`config.mk`:
```
export PLATFORM = sky130hd
export DESIGN_NAME = periph_hub
export DESIGN_NICKNAME = d
export VERILOG_FILES = /design/src/rtl/periph_hub.sv
export SDC_FILE = /design/constraint.sdc
export NUM_CORES = 1
export LEC_CHECK = 0
export ABC_AREA = 0
export BUFFER_PORTS_ARGS = -buffer_cell sky130_fd_sc_hd__buf_4
export CAP_MARGIN = 40
export CORE_ASPECT_RATIO = 0.8
export CORE_MARGIN = 3
export CORE_UTILIZATION = 43
export CTS_CLUSTER_DIAMETER = 100
export DETAILED_ROUTE_END_ITERATION = 12
export GPL_ROUTABILITY_DRIVEN = 0
export PLACE_DENSITY = 0.84
export SYNTH_ARGS = -nofsm -noshare
export SYNTH_HDL_FRONTEND = slang
export SYNTH_SLANG_ARGS = --single-unit
```
`constraint.sdc`:
```
create_clock -name CLK -period 2.8 [get_ports CLK]
set_input_delay 0.56 -clock CLK [delete_from_list [all_inputs] [get_ports CLK]]
set_output_delay 0.56 -clock CLK [all_outputs]
set_load 0.05 [all_outputs]
```
`src/rtl/periph_hub.sv`:
```
// ============================================================================
// periph_hub
// ----------------------------------------------------------------------------
// Memory-mapped peripheral hub between the core's IO bus and the board
// peripherals (LEDs, seven-segment display, DIP switches, buttons).
//
// It provides NUM_OUT read/write 32-bit output registers and NUM_IN input
// ports. Each input port has a two-flop synchroniser, a debouncer, a sticky
// change flag in STATUS (write-1-to-clear), an enable bit in MASK, and all
// of them feed one level-sensitive interrupt.
//
// Address window: 256 bytes starting at BASE. Only ADDR[31:8] selects the
// window and ADDR[7:2] selects the 32-bit word, so byte lanes alias.
//   0x00 + 4k : output register k            (R/W, k < NUM_OUT)
//   0x40 + 4j : debounced value of port j    (RO, zero-extended, j < NUM_IN)
//   0x80      : STATUS                       (read, write-1-to-clear)
//   0x84      : MASK                         (R/W)
// Anything else in the window, and any address outside it, reads 0 and
// ignores writes.
//
// Ports:
//   CLK    : system clock, all state on the rising edge
//   Reset  : asynchronous, active-high reset
//   ADDR   : byte address from the core
//   WE     : write strobe, sampled on the rising edge of CLK
//   WD     : write data
//   RD     : read data, combinational from ADDR and registered state
//   IN_RAW : raw asynchronous inputs, port j at bits [j*IN_W +: IN_W]
//   OUT    : output registers, register k at bits [k*32 +: 32]
//   IRQ    : level interrupt, high while any unmasked STATUS bit is set
// ============================================================================
module periph_hub #(
    parameter logic [31:0] BASE       = 32'hFFFF_FF00,
    parameter int          NUM_OUT    = 2,
    parameter int          NUM_IN     = 1,
    parameter int          IN_W       = 7,
    parameter int          DEB_CYCLES = 16
) (
    input  logic                   CLK,
    input  logic                   Reset,
    input  logic [31:0]            ADDR,
    input  logic                   WE,
    input  logic [31:0]            WD,
    output logic [31:0]            RD,
    input  logic [NUM_IN*IN_W-1:0] IN_RAW,
    output logic [NUM_OUT*32-1:0]  OUT,
    output logic                   IRQ
);

    // Counter wide enough to hold DEB_CYCLES-1 for any legal DEB_CYCLES.
    localparam int CNT_W = $clog2(DEB_CYCLES + 1);

    // Word indices (ADDR[7:2]) of the register groups inside the window.
    localparam logic [5:0] IN_BASE_WORD = 6'd16;
    localparam logic [5:0] STATUS_WORD  = 6'd32;
    localparam logic [5:0] MASK_WORD    = 6'd33;

    // ------------------------------------------------------------------------
    // Address decode
    // ------------------------------------------------------------------------
    logic       hit;
    logic [5:0] word;
    logic       wr_en;

    assign hit   = (ADDR[31:8] == BASE[31:8]);
    assign word  = ADDR[7:2];
    assign wr_en = WE & hit;

    // The byte-lane bits select nothing: any byte address in a word hits
    // that word.
    logic unused_addr_bits;
    assign unused_addr_bits = ^ADDR[1:0];

    // ------------------------------------------------------------------------
    // State
    // ------------------------------------------------------------------------
    logic [NUM_OUT-1:0][31:0]    out_reg;
    logic [NUM_IN*IN_W-1:0]      s1;
    logic [NUM_IN*IN_W-1:0]      s2;
    logic [NUM_IN-1:0][IN_W-1:0] stable;
    logic [NUM_IN-1:0][CNT_W-1:0] cnt;
    logic [NUM_IN-1:0]           status;
    logic [NUM_IN-1:0]           mask;

    // Per-port "accept this edge" pulse and the W1C clear vector.
    logic [NUM_IN-1:0]           set_vec;
    logic [NUM_IN-1:0]           clr_vec;

    // ------------------------------------------------------------------------
    // Output registers
    // ------------------------------------------------------------------------
    always_ff @(posedge CLK or posedge Reset) begin
        if (Reset) begin
            out_reg <= '0;
        end else if (wr_en) begin
            for (int k = 0; k < NUM_OUT; k++) begin
                if (word == 6'(k)) begin
                    out_reg[k] <= WD;
                end
            end
        end
    end

    assign OUT = out_reg;

    // ------------------------------------------------------------------------
    // Acceptance: a port's synchronised value has differed from its accepted
    // value for DEB_CYCLES consecutive edges, counting this one. The count is
    // against STABLE, not the previous sample, so a port that wanders between
    // several non-STABLE values keeps counting and lands on whatever it holds
    // at the final edge.
    // ------------------------------------------------------------------------
    always_comb begin
        set_vec = '0;
        for (int j = 0; j < NUM_IN; j++) begin
            set_vec[j] = (s2[j*IN_W +: IN_W] != stable[j]) &&
                         (cnt[j] == CNT_W'(DEB_CYCLES - 1));
        end
    end

    // ------------------------------------------------------------------------
    // Synchroniser and debouncer. Any sample equal to STABLE restarts the
    // count, so only an uninterrupted run of differing samples is accepted.
    // ------------------------------------------------------------------------
    always_ff @(posedge CLK or posedge Reset) begin
        if (Reset) begin
            s1     <= '0;
            s2     <= '0;
            stable <= '0;
            cnt    <= '0;
        end else begin
            s1 <= IN_RAW;
            s2 <= s1;
            for (int j = 0; j < NUM_IN; j++) begin
                if (s2[j*IN_W +: IN_W] == stable[j]) begin
                    cnt[j] <= '0;
                end else if (set_vec[j]) begin
                    stable[j] <= s2[j*IN_W +: IN_W];
                    cnt[j]    <= '0;
                end else begin
                    cnt[j] <= cnt[j] + CNT_W'(1);
                end
            end
        end
    end

    // ------------------------------------------------------------------------
    // STATUS and MASK. A change accepted on the same edge as a W1C write of
    // the same bit wins, so software never loses an event it has not seen.
    // ------------------------------------------------------------------------
    assign clr_vec = (wr_en && (word == STATUS_WORD)) ? WD[NUM_IN-1:0] : '0;

    always_ff @(posedge CLK or posedge Reset) begin
        if (Reset) begin
            status <= '0;
            mask   <= '0;
        end else begin
            status <= (status & ~clr_vec) | set_vec;
            if (wr_en && (word == MASK_WORD)) begin
                mask <= WD[NUM_IN-1:0];
            end
        end
    end

    // Both operands are flops, so IRQ cannot glitch on bus activity.
    assign IRQ = |(status & mask);

    // ------------------------------------------------------------------------
    // Read mux. Defaults to zero for misses, holes and out-of-range indices.
    // ------------------------------------------------------------------------
    always_comb begin
        RD = '0;
        if (hit) begin
            for (int k = 0; k < NUM_OUT; k++) begin
                if (word == 6'(k)) begin
                    RD = out_reg[k];
                end
            end
            for (int j = 0; j < NUM_IN; j++) begin
                if (word == (IN_BASE_WORD + 6'(j))) begin
                    RD = 32'(stable[j]);
                end
            end
            if (word == STATUS_WORD) begin
                RD = 32'(status);
            end
            if (word == MASK_WORD) begin
                RD = 32'(mask);
            end
        end
    end

endmodule

```
Word level (Yosys, flattened, before mapping)

Index checks and enable logic that the tools add are counted.

$add $sub $neg: 1
Multiply operators: 0
Div/mod/pow operators: 0
$lt $le $gt $ge: 0
Eq/ne operators: 8
Shift-type cells: 0
Muxes and demuxes: 9
Bitwise logic cells: 6
Reduce and logical (&&, ||, !) cells: 7

Operators with widths:

| kind                                                            | number |
|---|---|
| 32-bit two-way mux                                              | 6 |
| 24-bit == test, second input constant                           | 1 |
| 6-bit == test, second input constant                            | 2 |
| 5-bit two-way mux                                               | 2 |
| 7-bit == test                                                   | 1 |
| 7-bit inequality test                                           | 1 |
| 6-bit by 1-bit == test with 1-bit output, second input constant | 1 |
| 6-bit by 5-bit == test with 1-bit output, second input constant | 1 |
| 6-bit zero test                                                 | 1 |
| 2-bit AND reduction                                             | 3 |
| 5-bit by 1-bit adder with 5-bit output, second input constant   | 1 |
| 5-bit by 4-bit == test with 1-bit output, second input constant | 1 |
| 1-bit AND                                                       | 3 |
| 1-bit logical AND                                               | 3 |
| 1-bit inverter                                                  | 2 |
| 1-bit two-way mux                                               | 1 |
| 1-bit bitwise OR                                                | 1 |

Register bits: 92
Latch bits: 0
Memory bits (writable): 0
Memory bits (read-only): 0
Input port bits: 74
Output and inout bits: 97
Logic and storage cells: 39
Memories kept: 0

Logic depth before layout (Yosys ltp)

Gate-level depths: netlist of run 1.

Depth after elaboration: 7
Mapped depth: 6
Mapped depth without buffers: 5

Least setup slack after synthesis of run 1

Ideal clock, no wire load.

Path kind: input-to-output
From: input port ADDR[5]
To: output port RD[1]
Data arrival time: 2,913 ps
Data required time: 2,240 ps
Setup slack: -673 ps
Stages on the path: 5
Buffers on the path: 1
Cells stage by stage: or3_1 > buf_2 > nor4b_1 > a221oi_1 > nor3_1

Longest elaborated chain between the ends: 7
Elaborated cells between the ends (all ways): 11
Classes of those cells: eq/ne (4); mux (6); reduce/logical (1)

Ends and longest elaborated chain:

| element                         | line | source |
|---|---|---|
| from (decl)                     | 41   | `input logic [31:0] ADDR,` |
| 6-bit zero test                 | 175  | `if (word == 6'(k)) begin` |
| 32-bit two-way mux (2 in a row) | 175  |  |
| 32-bit two-way mux              | 180  | `if (word == (IN_BASE_WORD + 6'(j))) begin` |
| 32-bit two-way mux              | 184  | `if (word == STATUS_WORD) begin` |
| 32-bit two-way mux *            | 187  | `if (word == MASK_WORD) begin` |
| 32-bit two-way mux *            | 173  | `if (hit) begin` |
| to (decl)                       | 44   | `output logic [31:0] RD,` |

Mark *: on every way between the ends. The rest lies on a longest branch, timed or not.

Worst setup path after layout of run 1

From: input port ADDR[5]
To: output port RD[2]

Same word-level chain as after synthesis.

==> results of run 1 <==
## cell usage after synthesis, drive strengths merged
cell type	instances	area, um^2
mux2i	1	10.0
inv	2	7.51
a21oi	1	5.00
or2	1	6.26
a221oi	6	52.6
nand3	2	10.0
nor2	36	135
or4b	1	10.0
ha	1	12.5
mux2	65	732
or3	1	6.26
nand2b	1	6.26
o2bb2ai	1	8.76
xnor2	5	43.8
nand4	11	90.1
nor3	11	55.1
dfrtp	92	2300
nand2	23	86.3
clkbuf	12	45.0
nor4	6	73.8
a22oi	25	188
o21ai	1	5.00
nor3b	1	7.51
xor2	4	35.0
o211ai	1	7.51
nand3b	1	7.51
buf	7	53.8
and2	1	6.26
nor4b	2	17.5
## stage by stage
step / hold WS, ps / utilization, %
6_report: 311 / 68.8
5_1_grt: 311 / 68.8
4_1_cts: 320 / 68.2
3_5_place_dp: 336 / 65.0
3_3_place_gp: 332 / 64.9
2_1_floorplan: 331 / -
## flip-flops by register name, indices dropped and copies added, names as in the netlist
name,flops
status,1
cnt,5
s2,7
stable,7
mask,1
OUT,64
s1,7
## worst max path at each step
stage | slack, ps | cells after the start | end
after floorplan | 0.03 | 5 | RD[10]
after global placement | -9 | 6 | RD[6]
after detailed placement | -30 | 6 | RD[5]
after CTS | -40 | 6 | RD[5]
after global routing | 7 | 8 | RD[2]
final | 80 | 8 | RD[2]
## layer usage
metal | routed length, um | share of wire (%)
met5 | 0 | 0
met4 | 218 | 1.9
met3 | 925 | 8.3
met2 | 5560 | 50
met1 | 4480 | 40
## worst max-delay path: stages
cell      delay [ps]
buf_4            110
or3_4            390
buf_6            150
nor4_4           230
buf_2            210
a221oi_1         120
nor3_4           170
buf_4            210
## power breakdown
part,switching [uW],internal [uW]
Sequential,80.8,1420
Combinational,147,159
Clock,522,614
Total,750,2190
## what timing repair did
item                                    in CTS  in global routing
endpoints found under the setup margin       5                 17
pin swaps                                    0                  0
cloned                                       0                  1
resized for setup                            0                 14
## cells by family after synthesis
logic type	synth area share, %
adders and majority gates	0.311
AOI/OAI and AO/OA	6.62
buffers and inverters	2.64
and+or+nand+nor	12.9
muxes	18.4
xor gates and xnor gates	1.96
DFF	57.2
## layout make-up
cell class | count | area, um^2 | area share, %
Multi-Input combinational cell | 209 | 1810 | 29.9
Tap cell | 112 | 140 | 2.32
Sequential cell | 92 | 2300 | 38.1
Clock inverter | 7 | 55.1 | 0.911
Clock buffer | 9 | 225 | 3.73
Inverter | 2 | 11.3 | 0.186
Timing Repair Buffer | 191 | 1500 | 24.9
==> impl_metrics.yaml, run 1 <==
outcome:
  status: "completed"
grt:
  grt_max_degree: 37
  grtUsageTotal_pct: 21.4
  grt_pass1_wl_um: 17800
  overflow: 0
  use_met2_pct: 35.7
  antenna_found_initial: 0
  grt_pass1_vias: 3498
  grt_busiest_layer: "met2"
  grt_util_met1_pct: 26.7
  grtUsageMet3_pct: 5.94
timing:
  worstMarginPinSlew_ps: 657
  fin_crit_sh_pct: 97.1
  skew_ps: 5.07
  slew_viol_final: 0
  setup_viol: 0
  rsz0062_at_grt: "false"
  worst_slack_ps: 81.0
  hold_violations: 0
  max_freq_mhz: 368
  slew_headroom_pct: 56.1
  post-route-min-period_ps: 2720
  setup_tns_ps: 0
clocking:
  cts_buffers: 9
  cts_tree: "built"
  clockRootBuffer: "clkbuf_16"
  clock_latency_ps: 330
  holdBufCountCts: 0
  clk_pin_slew_ps: 70
  cts_buffer_depth: 2
  clkSinkCount: 92
  h-tree-depth: 3
  cts_setup_buffers: 0
setup_path:
  critPathArrivalTime_ps: 2160
  worst-r2r-cell-count: 5
  end_kind: "output pin"
  cp_max_fo: 8
  cp-startpoint: "ADDR[5]"
  r2r_end: "cnt[3]"
  crit-reg2reg-launch: "stable[1]"
  crit_path_start_kind: "input port"
  required_ps: 2240
  criticalPathCategory: "input port to output pin"
  rrSetupSlack_ps: 1200
placement:
  dp_slack_ps: -29.9
  io_buffers: 168
  hpwl_um: 8660
  place_area_um2: 5710
  dp.cells: 605
yosys:
  avgSynthCellArea_um2: 12.5
  synth_area_um2: 4030
  yosys.cell_types.count: 35
  yosysSeqAreaShare_pct: 57.2
  netlist_instances: 322
  ys_ff_latch: 92
  syn-num-nets: 397
  ys_warn_count: 0
final_layout:
  drive_above_1_share_pct: 50.0
  layout_common_cells: "buf_4 (176), dfrtp_1 (92), mux2_1 (60)"
  fin_nets: 580
  area_delta_synth_final_pct: 50.1
  fill_cells: 642
  stdcell_count: 622
  design_area_um2: 6040
  layout_commonest_cell: "buf_4"
  diodes: 0
floorplanning:
  die-width_um: 114
  ios: 171
  die_area_um2: 10600
  die_y_um: 92.6
  start_util_pct: 45.8
  coreArea_um2: 8780
  fp-row-count: 30
detailed_routing:
  wire_per_inst_um: 18.0
  postRouteAntennaNets: 0
  first_pass_iters: 4
  avgViaCountPerCell: 5.38
  drc: 0
  drt-total-wl_um: 11200
  drtIter0Drc: 137
  vias: 3347
power_and_ir_drop:
  p_total_uw: 2940
  p_per_area_nw_per_um2: 486
  power_leakage_uw: 0.00305
  vdd_drop_max_mv: 0.341
hold_path:
  min_path_type: "input port to async pin"
job:
  max_cap_violations: 0
No activity file was read; power rests on OpenSTA's default activity.
==> run 2, diff against run 1 <==
Settings changed: MAX_ROUTING_LAYER from default to met4.
==> impl_metrics.yaml, run 2 (same netlist as run 1, synthesis figures left out) <==
floorplanning:
  ios: 171
  die_y_um: 92.6
  coreArea_um2: 8780
  die_area_um2: 10600
  die-width_um: 114
  fp-row-count: 30
  start_util_pct: 45.8
final_layout:
  design_area_um2: 6040
  diodes: 0
  fin_nets: 580
  layout_common_cells: "buf_4 (176), dfrtp_1 (92), mux2_1 (60)"
  largest_register_ffs: 64
  layout_commonest_cell: "buf_4"
  drive_above_1_share_pct: 50.0
  stdcell_count: 622
  area_delta_synth_final_pct: 50.1
detailed_routing:
  avgViaCountPerCell: 5.35
  wire_per_inst_um: 18.0
  vias: 3329
  first_pass_iters: 4
  drtIter0Drc: 139
  drc: 0
  postRouteAntennaNets: 0
  drt-total-wl_um: 11200
grt:
  grt_pass1_vias: 3497
  grt_pass1_wl_um: 17800
  grt_max_degree: 37
  overflow: 0
  antenna_found_initial: 0
  grtUsageTotal_pct: 22.0
timing:
  worstMarginPinSlew_ps: 651
  setup_viol: 0
  max_freq_mhz: 367
  slew_headroom_pct: 56.5
  slew_viol_final: 0
  rsz0062_at_grt: "false"
  worst_slack_ps: 75.0
  post-route-min-period_ps: 2720
  fin_crit_sh_pct: 97.3
  hold_violations: 0
  skew_ps: 5.68
placement:
  dp_slack_ps: -29.9
  dp.cells: 605
  place_area_um2: 5710
  io_buffers: 168
  hpwl_um: 8660
hold_path:
  min_path_type: "input port to async pin"
setup_path:
  crit_path_start_kind: "input port"
  required_ps: 2240
  critPathArrivalTime_ps: 2160
  criticalPathCategory: "input port to output pin"
  cp_max_fo: 8
  end_kind: "output pin"
clocking:
  cts_tree: "built"
  cts_buffers: 9
  cts_buffer_depth: 2
  cts_setup_buffers: 0
  clockRootBuffer: "clkbuf_16"
  clock_latency_ps: 330
  clk_pin_slew_ps: 70
  h-tree-depth: 3
  clkSinkCount: 92
power_and_ir_drop:
  power_leakage_uw: 0.00305
  vdd_drop_max_mv: 0.340
  p_per_area_nw_per_um2: 486
outcome:
  status: "completed"
job:
  max_cap_violations: 0
-- run 2: stage by stage --
| stage | setup TNS, ps | hold WS (ps) | utilization, % | total power, uW |
|---|---|---|---|---|
| 2_1_floorplan | 0 | 331 | - | 1670 |
| 3_3_place_gp | -14.4 | 332 | 64.9 | 1800 |
| 3_5_place_dp | -75.3 | 336 | 65.0 | 1830 |
| 4_1_cts | -99.2 | 320 | 68.2 | 2970 |
| 5_1_grt | 0 | 311 | 68.8 | 3080 |
| 6_report | 0 | 311 | 68.8 | 2940 |
-- run 2: what timing repair did --
item                       4_1_cts  5_1_grt
gates resized for setup          0       14
hold buffers                     0        0
setup endpoints to repair        5       17
cloned                           0        1
-- run 2: final cells by class --
class                      instances  area [um^2]
fill                             642         2740
sequential                        92         2300
multi-input combinational        209         1810
timing repair buffer             191         1500
clock buffer                       9          225
tap                              112          140
clock inverter                     7         55.1
inverter                           2         11.3
-- run 2: worst paths after layout --
kind	from	endpoint	slack, ps	cells after the start
setup / recovery	ADDR[5]	RD[2]	80	8
min in group CLK	IN_RAW[1]	s1[1]	330	1
max in group asynchronous	Reset	OUT[59]	1700	3
hold reg to reg	s1[5]	s2[5]	350	0
hold / removal	Reset	OUT[6]	310	2
setup reg to reg	stable[1]	cnt[3]	1200	5
-- run 2: critical path: stages --
cell and delay [ps]:
buf_4 110, or3_4 390, buf_6 150, nor4_4 230, buf_2 220, a221oi_1 120, nor3_4 170, buf_4 210
-- run 2: routing by layer --
metal / wire, um / part of all wire [%] / track usage [%] / vias up
li1: - / - / - / 1527
met1: 4560 / 41 / 27.0 / 1644
met2: 5580 / 50 / 35.7 / 144
met3: 856 / 7.7 / 5.55 / 14
met4: 167 / 1.5 / 7.12 / 0
met5: 0 / 0 / - / -
-- run 2: power breakdown --
group,switching (uW),internal (uW)
Clock,519,614
Sequential,80.9,1420
Combinational,148,159
